==> src/rtl/fb_pkg.sv <==
// Frame-buffer constants and types shared by the write engine and the scan-out side.
package fb_pkg;

    localparam int FB_WIDTH  = 480;
    localparam int FB_HEIGHT = 360;
    localparam int FB_PIXELS = FB_WIDTH * FB_HEIGHT;
    localparam int FB_ADDR_W = 18;

    localparam int CMD_W = 10;
    localparam int END_W = CMD_W + 1;

    typedef logic [7:0] color_t;

    typedef enum logic [1:0] {
        IDLE  = 2'd0,
        SETUP = 2'd1,
        WRITE = 2'd2,
        DONE  = 2'd3
    } wr_state_t;

    // Start-of-row address; the only multiply in the write path, used once per command.
    function automatic logic [FB_ADDR_W-1:0] row_offset(input logic [CMD_W-1:0] y);
        return FB_ADDR_W'(y) * FB_ADDR_W'(FB_WIDTH);
    endfunction

endpackage

==> src/rtl/fb_rect_writer_if.sv <==
// Command handshake and frame-buffer write port of the rectangle writer.
interface fb_rect_writer_if;
    import fb_pkg::*;

    logic                 cmd_valid;
    logic                 cmd_ready;
    logic [CMD_W-1:0]     cmd_x;
    logic [CMD_W-1:0]     cmd_y;
    logic [CMD_W-1:0]     cmd_w;
    logic [CMD_W-1:0]     cmd_h;
    color_t               cmd_color;
    logic                 fb_grant;
    logic                 fb_we;
    logic [FB_ADDR_W-1:0] fb_addr;
    color_t               fb_data_in;
    logic                 busy;
    logic                 done;

    // Command source / arbiter side.
    modport master (
        output cmd_valid, cmd_x, cmd_y, cmd_w, cmd_h, cmd_color, fb_grant,
        input  cmd_ready, fb_we, fb_addr, fb_data_in, busy, done
    );

    // Write engine side.
    modport slave (
        input  cmd_valid, cmd_x, cmd_y, cmd_w, cmd_h, cmd_color, fb_grant,
        output cmd_ready, fb_we, fb_addr, fb_data_in, busy, done
    );

endinterface

==> src/rtl/fb_rect_clip.sv <==
// Clips a rectangle to the frame: exclusive end column/row and an empty flag.
module fb_rect_clip
    import fb_pkg::*;
(
    input  logic [CMD_W-1:0] x,
    input  logic [CMD_W-1:0] y,
    input  logic [CMD_W-1:0] w,
    input  logic [CMD_W-1:0] h,
    output logic [END_W-1:0] x_end,
    output logic [END_W-1:0] y_end,
    output logic             empty
);

    logic [END_W-1:0] x_sum;
    logic [END_W-1:0] y_sum;

    // One extra bit on the sums so x+w / y+h never wrap before the clamp.
    always_comb begin
        x_sum = {1'b0, x} + {1'b0, w};
        y_sum = {1'b0, y} + {1'b0, h};
        x_end = (x_sum > END_W'(FB_WIDTH))  ? END_W'(FB_WIDTH)  : x_sum;
        y_end = (y_sum > END_W'(FB_HEIGHT)) ? END_W'(FB_HEIGHT) : y_sum;
        empty = (w == '0) || (h == '0) ||
                (x >= CMD_W'(FB_WIDTH)) || (y >= CMD_W'(FB_HEIGHT));
    end

endmodule

==> src/rtl/fb_rect_writer.sv <==
// Rectangle-fill engine: accepts a command, clips it, writes pixels row-major when granted.
//
// state | meaning
// IDLE  | waiting for a command, cmd_ready high
// SETUP | one cycle: clip result used, row base and first address loaded
// WRITE | one pixel per granted cycle, row-major
// DONE  | one cycle: done pulse, then back to IDLE
module fb_rect_writer
    import fb_pkg::*;
(
    input  logic             Clk,
    input  logic             Reset,
    fb_rect_writer_if.slave  bus
);

    wr_state_t            state;
    wr_state_t            state_nxt;

    logic [CMD_W-1:0]     lat_x;
    logic [CMD_W-1:0]     lat_y;
    logic [CMD_W-1:0]     lat_w;
    logic [CMD_W-1:0]     lat_h;
    color_t               lat_color;

    logic [CMD_W-1:0]     cur_x;
    logic [CMD_W-1:0]     cur_y;
    logic [FB_ADDR_W-1:0] row_base;
    logic [FB_ADDR_W-1:0] addr_q;

    logic [END_W-1:0]     x_end;
    logic [END_W-1:0]     y_end;
    logic                 empty;

    logic                 accept;
    logic                 granted;
    logic                 col_last;
    logic                 row_last;
    logic [FB_ADDR_W-1:0] setup_base;
    logic [FB_ADDR_W-1:0] next_base;

    fb_rect_clip u_clip (
        .x     (lat_x),
        .y     (lat_y),
        .w     (lat_w),
        .h     (lat_h),
        .x_end (x_end),
        .y_end (y_end),
        .empty (empty)
    );

    assign accept     = bus.cmd_valid && (state == IDLE);
    assign granted    = (state == WRITE) && bus.fb_grant;
    assign col_last   = (({1'b0, cur_x} + END_W'(1)) == x_end);
    assign row_last   = (({1'b0, cur_y} + END_W'(1)) == y_end);
    assign setup_base = row_offset(lat_y);
    assign next_base  = row_base + FB_ADDR_W'(FB_WIDTH);

    // State register.
    always_ff @(posedge Clk) begin
        if (!Reset) begin
            state <= IDLE;
        end else begin
            state <= state_nxt;
        end
    end

    // Next-state decode.
    always_comb begin
        state_nxt = state;
        case (state)
            IDLE:    if (accept) state_nxt = SETUP;
            SETUP:   state_nxt = empty ? DONE : WRITE;
            WRITE:   if (granted && col_last && row_last) state_nxt = DONE;
            DONE:    state_nxt = IDLE;
            default: state_nxt = IDLE;
        endcase
    end

    // Handshake and strobe outputs; the write strobe follows the grant combinationally.
    always_comb begin
        bus.cmd_ready = (state == IDLE);
        bus.busy      = (state != IDLE);
        bus.done      = (state == DONE);
        bus.fb_we     = granted;
    end

    assign bus.fb_addr    = addr_q;
    assign bus.fb_data_in = lat_color;

    // Command latch and pixel walker; row step is an add of FB_WIDTH, never a multiply.
    always_ff @(posedge Clk) begin
        if (!Reset) begin
            lat_x     <= '0;
            lat_y     <= '0;
            lat_w     <= '0;
            lat_h     <= '0;
            lat_color <= '0;
            cur_x     <= '0;
            cur_y     <= '0;
            row_base  <= '0;
            addr_q    <= '0;
        end else begin
            case (state)
                IDLE: begin
                    if (accept) begin
                        lat_x     <= bus.cmd_x;
                        lat_y     <= bus.cmd_y;
                        lat_w     <= bus.cmd_w;
                        lat_h     <= bus.cmd_h;
                        lat_color <= bus.cmd_color;
                    end
                end
                SETUP: begin
                    if (!empty) begin
                        row_base <= setup_base;
                        cur_x    <= lat_x;
                        cur_y    <= lat_y;
                        addr_q   <= setup_base + FB_ADDR_W'(lat_x);
                    end
                end
                WRITE: begin
                    // The last pixel leaves the address on itself so it never points past the frame.
                    if (granted && !(col_last && row_last)) begin
                        if (col_last) begin
                            cur_x    <= lat_x;
                            cur_y    <= cur_y + CMD_W'(1);
                            row_base <= next_base;
                            addr_q   <= next_base + FB_ADDR_W'(lat_x);
                        end else begin
                            cur_x    <= cur_x + CMD_W'(1);
                            addr_q   <= addr_q + FB_ADDR_W'(1);
                        end
                    end
                end
                default: ;
            endcase
        end
    end

endmodule

==> src/flat_wrapper.sv <==
// flat-port wrapper written by rule: the top's interface ports become plain ports
module fb_rect_writer_flat import fb_pkg::*;
  (Clk, Reset, bus_cmd_valid, bus_cmd_x, bus_cmd_y, bus_cmd_w, bus_cmd_h, bus_cmd_color, bus_fb_grant, bus_cmd_ready, bus_fb_we, bus_fb_addr, bus_fb_data_in, bus_busy, bus_done);
  fb_rect_writer_if bus_i ();
  input  logic Clk;
  input  logic Reset;
  input wire logic [$bits(bus_i.cmd_valid)-1:0] bus_cmd_valid;
  input wire logic [$bits(bus_i.cmd_x)-1:0] bus_cmd_x;
  input wire logic [$bits(bus_i.cmd_y)-1:0] bus_cmd_y;
  input wire logic [$bits(bus_i.cmd_w)-1:0] bus_cmd_w;
  input wire logic [$bits(bus_i.cmd_h)-1:0] bus_cmd_h;
  input wire logic [$bits(bus_i.cmd_color)-1:0] bus_cmd_color;
  input wire logic [$bits(bus_i.fb_grant)-1:0] bus_fb_grant;
  output wire logic [$bits(bus_i.cmd_ready)-1:0] bus_cmd_ready;
  output wire logic [$bits(bus_i.fb_we)-1:0] bus_fb_we;
  output wire logic [$bits(bus_i.fb_addr)-1:0] bus_fb_addr;
  output wire logic [$bits(bus_i.fb_data_in)-1:0] bus_fb_data_in;
  output wire logic [$bits(bus_i.busy)-1:0] bus_busy;
  output wire logic [$bits(bus_i.done)-1:0] bus_done;
  assign bus_i.cmd_valid = bus_cmd_valid;
  assign bus_i.cmd_x = bus_cmd_x;
  assign bus_i.cmd_y = bus_cmd_y;
  assign bus_i.cmd_w = bus_cmd_w;
  assign bus_i.cmd_h = bus_cmd_h;
  assign bus_i.cmd_color = bus_cmd_color;
  assign bus_i.fb_grant = bus_fb_grant;
  assign bus_cmd_ready = bus_i.cmd_ready;
  assign bus_fb_we = bus_i.fb_we;
  assign bus_fb_addr = bus_i.fb_addr;
  assign bus_fb_data_in = bus_i.fb_data_in;
  assign bus_busy = bus_i.busy;
  assign bus_done = bus_i.done;
  fb_rect_writer u_core (.Clk(Clk), .Reset(Reset), .bus(bus_i));
endmodule
==> config.mk <==
export PLATFORM = sky130hd
export DESIGN_NAME = fb_rect_writer_flat
export DESIGN_NICKNAME = d
export VERILOG_FILES = /design/src/rtl/fb_pkg.sv /design/src/rtl/fb_rect_writer_if.sv /design/src/rtl/fb_rect_clip.sv /design/src/rtl/fb_rect_writer.sv /design/src/flat_wrapper.sv
export SDC_FILE = /design/constraint.sdc
export NUM_CORES = 1
export LEC_CHECK = 0
export ABC_CLOCK_PERIOD_IN_PS = 10700
export BUFFER_PORTS_ARGS = -buffer_cell sky130_fd_sc_hd__buf_2
export CORE_MARGIN = 5
export CORE_UTILIZATION = 66
export CTS_CLUSTER_DIAMETER = 30
export DETAILED_ROUTE_END_ITERATION = 6
export GPL_TIMING_DRIVEN = 0
export HOLD_SLACK_MARGIN = 0.15
export PLACE_DENSITY = 0.88
export SLEW_MARGIN = 10
export SYNTH_ARGS = -nofsm -noshare
export SYNTH_HDL_FRONTEND = slang
export SYNTH_SLANG_ARGS = --single-unit
==> constraint.sdc <==
create_clock -name Clk -period 10.7 [get_ports Clk]
set_input_delay 1.07 -clock Clk [delete_from_list [all_inputs] [get_ports Clk]]
set_output_delay 1.07 -clock Clk [all_outputs]
set_load 0.03 [all_outputs]
## Yosys cells after proc, flatten, opt, wreduce, memory -nomap -nowiden

Cells that the tools add are included.

- $add $sub $neg: 10
- $mul: 1
- Order comparisons: 4
- Eq/ne operators: 10
- Muxes and demuxes: 22
- Reductions and logical operators: 19

Operators with widths:

| operator | number |
|---|---|
| $mux W18 | 6 |
| $pmux W18 S2 | 2 |
| $mux W10 | 6 |
| $pmux W10 S2 | 2 |
| $add A18 B10 Y18 | 2 |
| $add A10 B1 Y11 const B | 2 |
| $add A10 B10 Y11 | 2 |
| $eq A11 B11 Y1 | 2 |
| $gt A11 B9 Y1 const B | 2 |
| $mux W11 | 2 |
| $add A10 B1 Y10 const B | 2 |
| $ge A10 B9 Y1 const B | 2 |
| $logic_not A10 Y1 | 2 |
| $add A18 B1 Y18 const B | 1 |
| $add A18 B9 Y18 const B | 1 |
| $mul A10 B4 Y13 const B | 1 |
| $pmux W2 S4 | 1 |
| $logic_and A1 B1 Y1 | 6 |
| $ne A2 B2 Y1 const B | 3 |
| $eq A2 B2 Y1 const B | 2 |
| $mux W2 | 2 |
| $ne A2 B1 Y1 const B | 2 |
| $reduce_and A2 Y1 | 2 |
| $reduce_and A4 Y1 | 1 |
| 7 further kinds | 10 |

- Bits in registers: 106
- Bits of input ports: 52
- Output and inout bits: 30
- Logic and storage cells: 76

## Depth between registers and ports, before layout

- Depth after elaboration: 9
- Depth in mapped cells: 17
- Gate-level depth less buffers: 17

## Modules after synthesis

Synthesis repeated with hierarchy kept, for this count alone.

- Cells, all modules: 1118
- Area total of the unflattened synthesis: 8657.1 um2

By module, submodules not included:

| module | times used | cells each | area each (um2) |
|---|---|---|---|
| fb_rect_writer | 1 | 961 | 7444.6 |
| fb_rect_clip | 1 | 157 | 1212.4 |

## Least setup slack after synthesis

No wires, ideal clock.

- Path kind: reg-to-reg
- Start point: register u_core.lat_y[2]
- End point: register u_core.addr_q[14], in the netlist u_core.bus.fb_addr[14]
- Setup time: 123 ps
- Data arrival time: 3649 ps
- Data required time: 10577 ps
- Setup slack: 6928 ps
- Stages on the path, launching flop included: 16
- Path buffers: 0
- Period minus slack after synthesis: 3772 ps
- Cell sequence: dfxtp_1 -> fa_1 -> fa_1 -> inv_1 -> fa_1 -> inv_1 -> ha_1 -> inv_1 -> o21bai_1 -> a21oi_1 -> nor3_1 -> nand3_1 -> xnor2_1 -> o21ai_0 -> a21oi_1 -> mux2_1

- Word-level cells in the longest chain between the ends: 9
- Elaborated cells between the ends (all ways): 16
- Classes of those cells: add/sub (2); mul (1); order compare (2); eq/ne (3); mux (3); reduce/logical (5)

Ends and longest elaborated chain:

| item | RTL line | source |
|---|---|---|
| start, declared | fb_rect_writer.sv:20 | `logic [CMD_W-1:0] lat_y;` |
| start signal, assigned | fb_rect_writer.sv:107 | `lat_y <= bus.cmd_y;` |
| parallel branches: the longest is 9 deep, another holds $add A18 B10 Y18 | -- |  |
| end signal, assigned | fb_rect_writer.sv:118 | `addr_q <= setup_base + FB_ADDR_W'(lat_x);` |
| end signal, assigned | fb_rect_writer.sv:128 | `addr_q <= next_base + FB_ADDR_W'(lat_x);` |
| end signal, assigned | fb_rect_writer.sv:131 | `addr_q <= addr_q + FB_ADDR_W'(1);` |
| end, declared | fb_rect_writer.sv:28 | `logic [FB_ADDR_W-1:0] addr_q;` |

Several ways; the timed one is not identified. The select of a mux whose other input is x is not followed.
A chain may end at the register's enable or synchronous reset.

## Worst setup path after layout

- Start point: register u_core.lat_y[0]
- End point: register u_core.addr_q[14], in the netlist u_core.bus.fb_addr[14]

The elaborated chain is that of the path after synthesis.

==> flow_summary.toml <==
[outcome]
status = "finished, final reports clean"

[grt]
grt_start_max_net_pins = 19
grt.total_usage_pct = 32.4
grt-ovfl-total = 0
grt_pass1_wl_mm = 39.1
first_global_vias = 7941
antenna_found_initial = 0

[route]
dr.first_iter.drc_count = 881
vias = 8628
wirelength_mm = 24.6
first_pass_iters = 6
detail-route-antenna-nets = 0
drc = 0
wl_per_cell_microns = 18.5
via_per_inst = 6.47

[critical_path]
end_kind = "flop"
worstPathArrival_ns = 4.76
cp.required_ns = 10.94
critPathKind = "flop to flop"
crit_fanout = 10
crit_path_start_kind = "flop"

[synth]
synth_seq_area_share_pct = 23.6
synth-main-ff-cell = "dfxtp_1"
synth_cell_types = 93
yosys_register_bits = 101
synth_cells = 1066
synth_edf_count = 0
async_flop_share_pct = 0
synth_area_sq_um = 8560
ys_warn_count = 0
synth_nets = 1197
synth_area_per_cell_sq_um = 8.03

[pwr]
leakage_nw = 3.95
vdd_ir_drop_max_uv = 157
p_sw_share_pct = 50.2
power_frac_clock_pct = 13.4
p_seq_share_pct = 23.3
p_int_w = 0.00129
powerDensity_nw_per_um2 = 274
comb_power_share_pct = 63.3
switchingPower_w = 0.00131
p_total_w = 0.00260

[placement]
io_buffers = 80
hpwlAfterDp_mm = 18.8
pre_cts_slack_ns = 6.37
place.gp.congestion = 0.962
post_dp_cell_area_sq_um = 9180

[sta]
fmax_ghz = 0.221
fin_crit_sh_pct = 42.2
post-route-min-period_ns = 4.52
fin_setup_tns_ns = 0
hold_slack_ns = 0.456
drv_slew = 0
setup_violations = 0
relSlewSlack_pct = 49.0
tightest_slew_ns = 0.765
skew_ns = 0.00817
final.setup.worst_slack_ns = 6.18
hold_viol = 0
rsz0062_at_grt = "false"

[floorplanning]
die_area_sq_um = 15400
start_util_pct = 67.6
die_h_microns = 124
ioPinCount = 82
core_area_sq_um = 12700
die_w_microns = 124
rows = 41

[cells_and_area]
mostFrequentLayoutCells = "nand2_1, dfxtp_1, a21oi_1"
finalInstanceArea_sq_um = 9480
antennaDiodeCount = 0
areaGrowthSynthToFinish_pct = 10.8
nets = 1288
layout_commonest_cell = "nand2_1"
drive_above_1_share_pct = 12.2

[min_path]
hp-class = "flop to flop"

[clock_network]
cts_resized = 0
clk_latency_ns = 0.36
h-tree-depth = 3
cts_tree = "done"
post_cts_buffers = 0
cts_hold_buf = 0
numCtsBuffers = 9
cts.sinks = 101
cts.reportedPaths.clkPinSlew_ns = 0.08
clockRootBuffer = "clkbuf_16"
clk_path_buf_depth = 2

[run]
cap_violations = 0
==> power groups by stage <==
stage                     logic (W)  registers [W]  clock network [W]
final                       0.00165       0.000605           0.000349
after CTS                   0.00161       0.000599           0.000346
after detailed placement    0.00160       0.000608                  0
after global placement      0.00156       0.000603                  0
after global routing        0.00179       0.000616           0.000364
after floorplan             0.00121       0.000614                  0
==> path summary, 6_finish.rpt <==
check,from,slack (ns),to,cells after the start
worst min register to register,u_core.bus.fb_data_in[2],0.46,u_core.bus.fb_data_in[2],2
worst max register to register,u_core.lat_y[0],6.18,u_core.bus.fb_addr[14],14
worst max-delay path,u_core.lat_y[0],6.18,u_core.bus.fb_addr[14],14
worst min-delay path,u_core.bus.fb_data_in[2],0.46,u_core.bus.fb_data_in[2],2
==> logic make-up after synthesis <==
family	after synthesis	synth area share, %
AND/OR/NAND/NOR	402	22.9
AO/OA/AOI/OAI	277	22.4
flip-flops	101	23.6
XOR/XNOR	83	8.65
buffers and inverters	81	3.97
adder cells (fa/ha/maj)	79	13.3
multiplexers	43	5.14
==> Yosys cell counts, types with 4 or more instances <==
master	instances	share of area, %
nor2b_1	9	0.66
o211a_1	4	0.47
nand3_1	45	2.6
nor4_1	8	0.58
a211o_1	4	0.41
a31oi_1	8	0.58
clkbuf_1	35	1.5
a21o_1	16	1.4
o31ai_1	4	0.35
mux2i_1	38	4.4
inv_1	32	1.4
nor2_1	53	2.3
o21ai_0	34	2.0
or2_2	5	0.37
nor3b_1	7	0.61
xnor2_1	51	5.2
a21boi_0	4	0.35
o31a_1	4	0.41
nand4_1	16	1.2
fa_1	20	4.7
and4_1	4	0.41
nor3_1	26	1.5
o21a_1	10	0.88
a311oi_1	4	0.41
and3_1	11	0.80
o211ai_1	17	1.5
nand2_1	175	7.7
nand2b_1	9	0.66
xor2_1	31	3.2
a211oi_1	8	0.70
a21oi_1	95	5.6
or3_1	7	0.51
buf_1	5	0.22
buf_2	4	0.23
dfxtp_1	101	24
ha_1	59	8.6
o22ai_1	13	0.95
and2_1	9	0.66
==> sequential cells by signal, summed over array words and instances (netlist names) <==
register	cells
u_core.lat_h	10
u_core.bus.fb_data_in	8
u_core.lat_w	10
u_core.lat_y	10
u_core.cur_y	10
u_core.state	2
u_core.row_base	13
u_core.lat_x	10
u_core.cur_x	10
u_core.bus.fb_addr	18
==> final cells by class <==
type / instances / area [sq um]
multi-input combinational: 884 / 6200
clock inverter: 6 / 76.3
tap: 172 / 215
buffer: 49 / 220
fill: 1001 / 3190
clock buffer: 10 / 229
timing repair buffer: 80 / 400
sequential: 101 / 2020
inverter: 32 / 120
==> worst max-delay path, stage by stage (launching register included) <==
cell       delay (ns)
dfxtp_1          0.59
ha_1             0.30
inv_1            0.07
fa_1             0.38
nand2b_1         0.19
a211oi_1         0.40
o211ai_1         0.22
a31oi_1          0.57
a21o_1           0.18
o21a_1           0.17
a2bb2oi_1        0.40
nand3_2          0.25
nand2_4          0.17
buf_8            0.17
mux2_1           0.33
==> through the flow <==
stage,instances,utilization (%)
2_1_floorplan,1066,-
3_3_place_gp,1318,72.4
3_5_place_dp,1318,72.4
4_1_cts,1334,74.8
5_1_grt,1334,74.8
6_report,1334,74.8
==> metal layers <==
layer | up-vias | wire, microns | GRT usage, %
met5 | - | 0 | 0
met4 | 0 | 1200 | 17.3
met3 | 98 | 1970 | 4.81
met2 | 435 | 11300 | 52.1
met1 | 4067 | 10100 | 41.9
li1 | 4028 | - | -
Power figures use the tool's default switching activity.
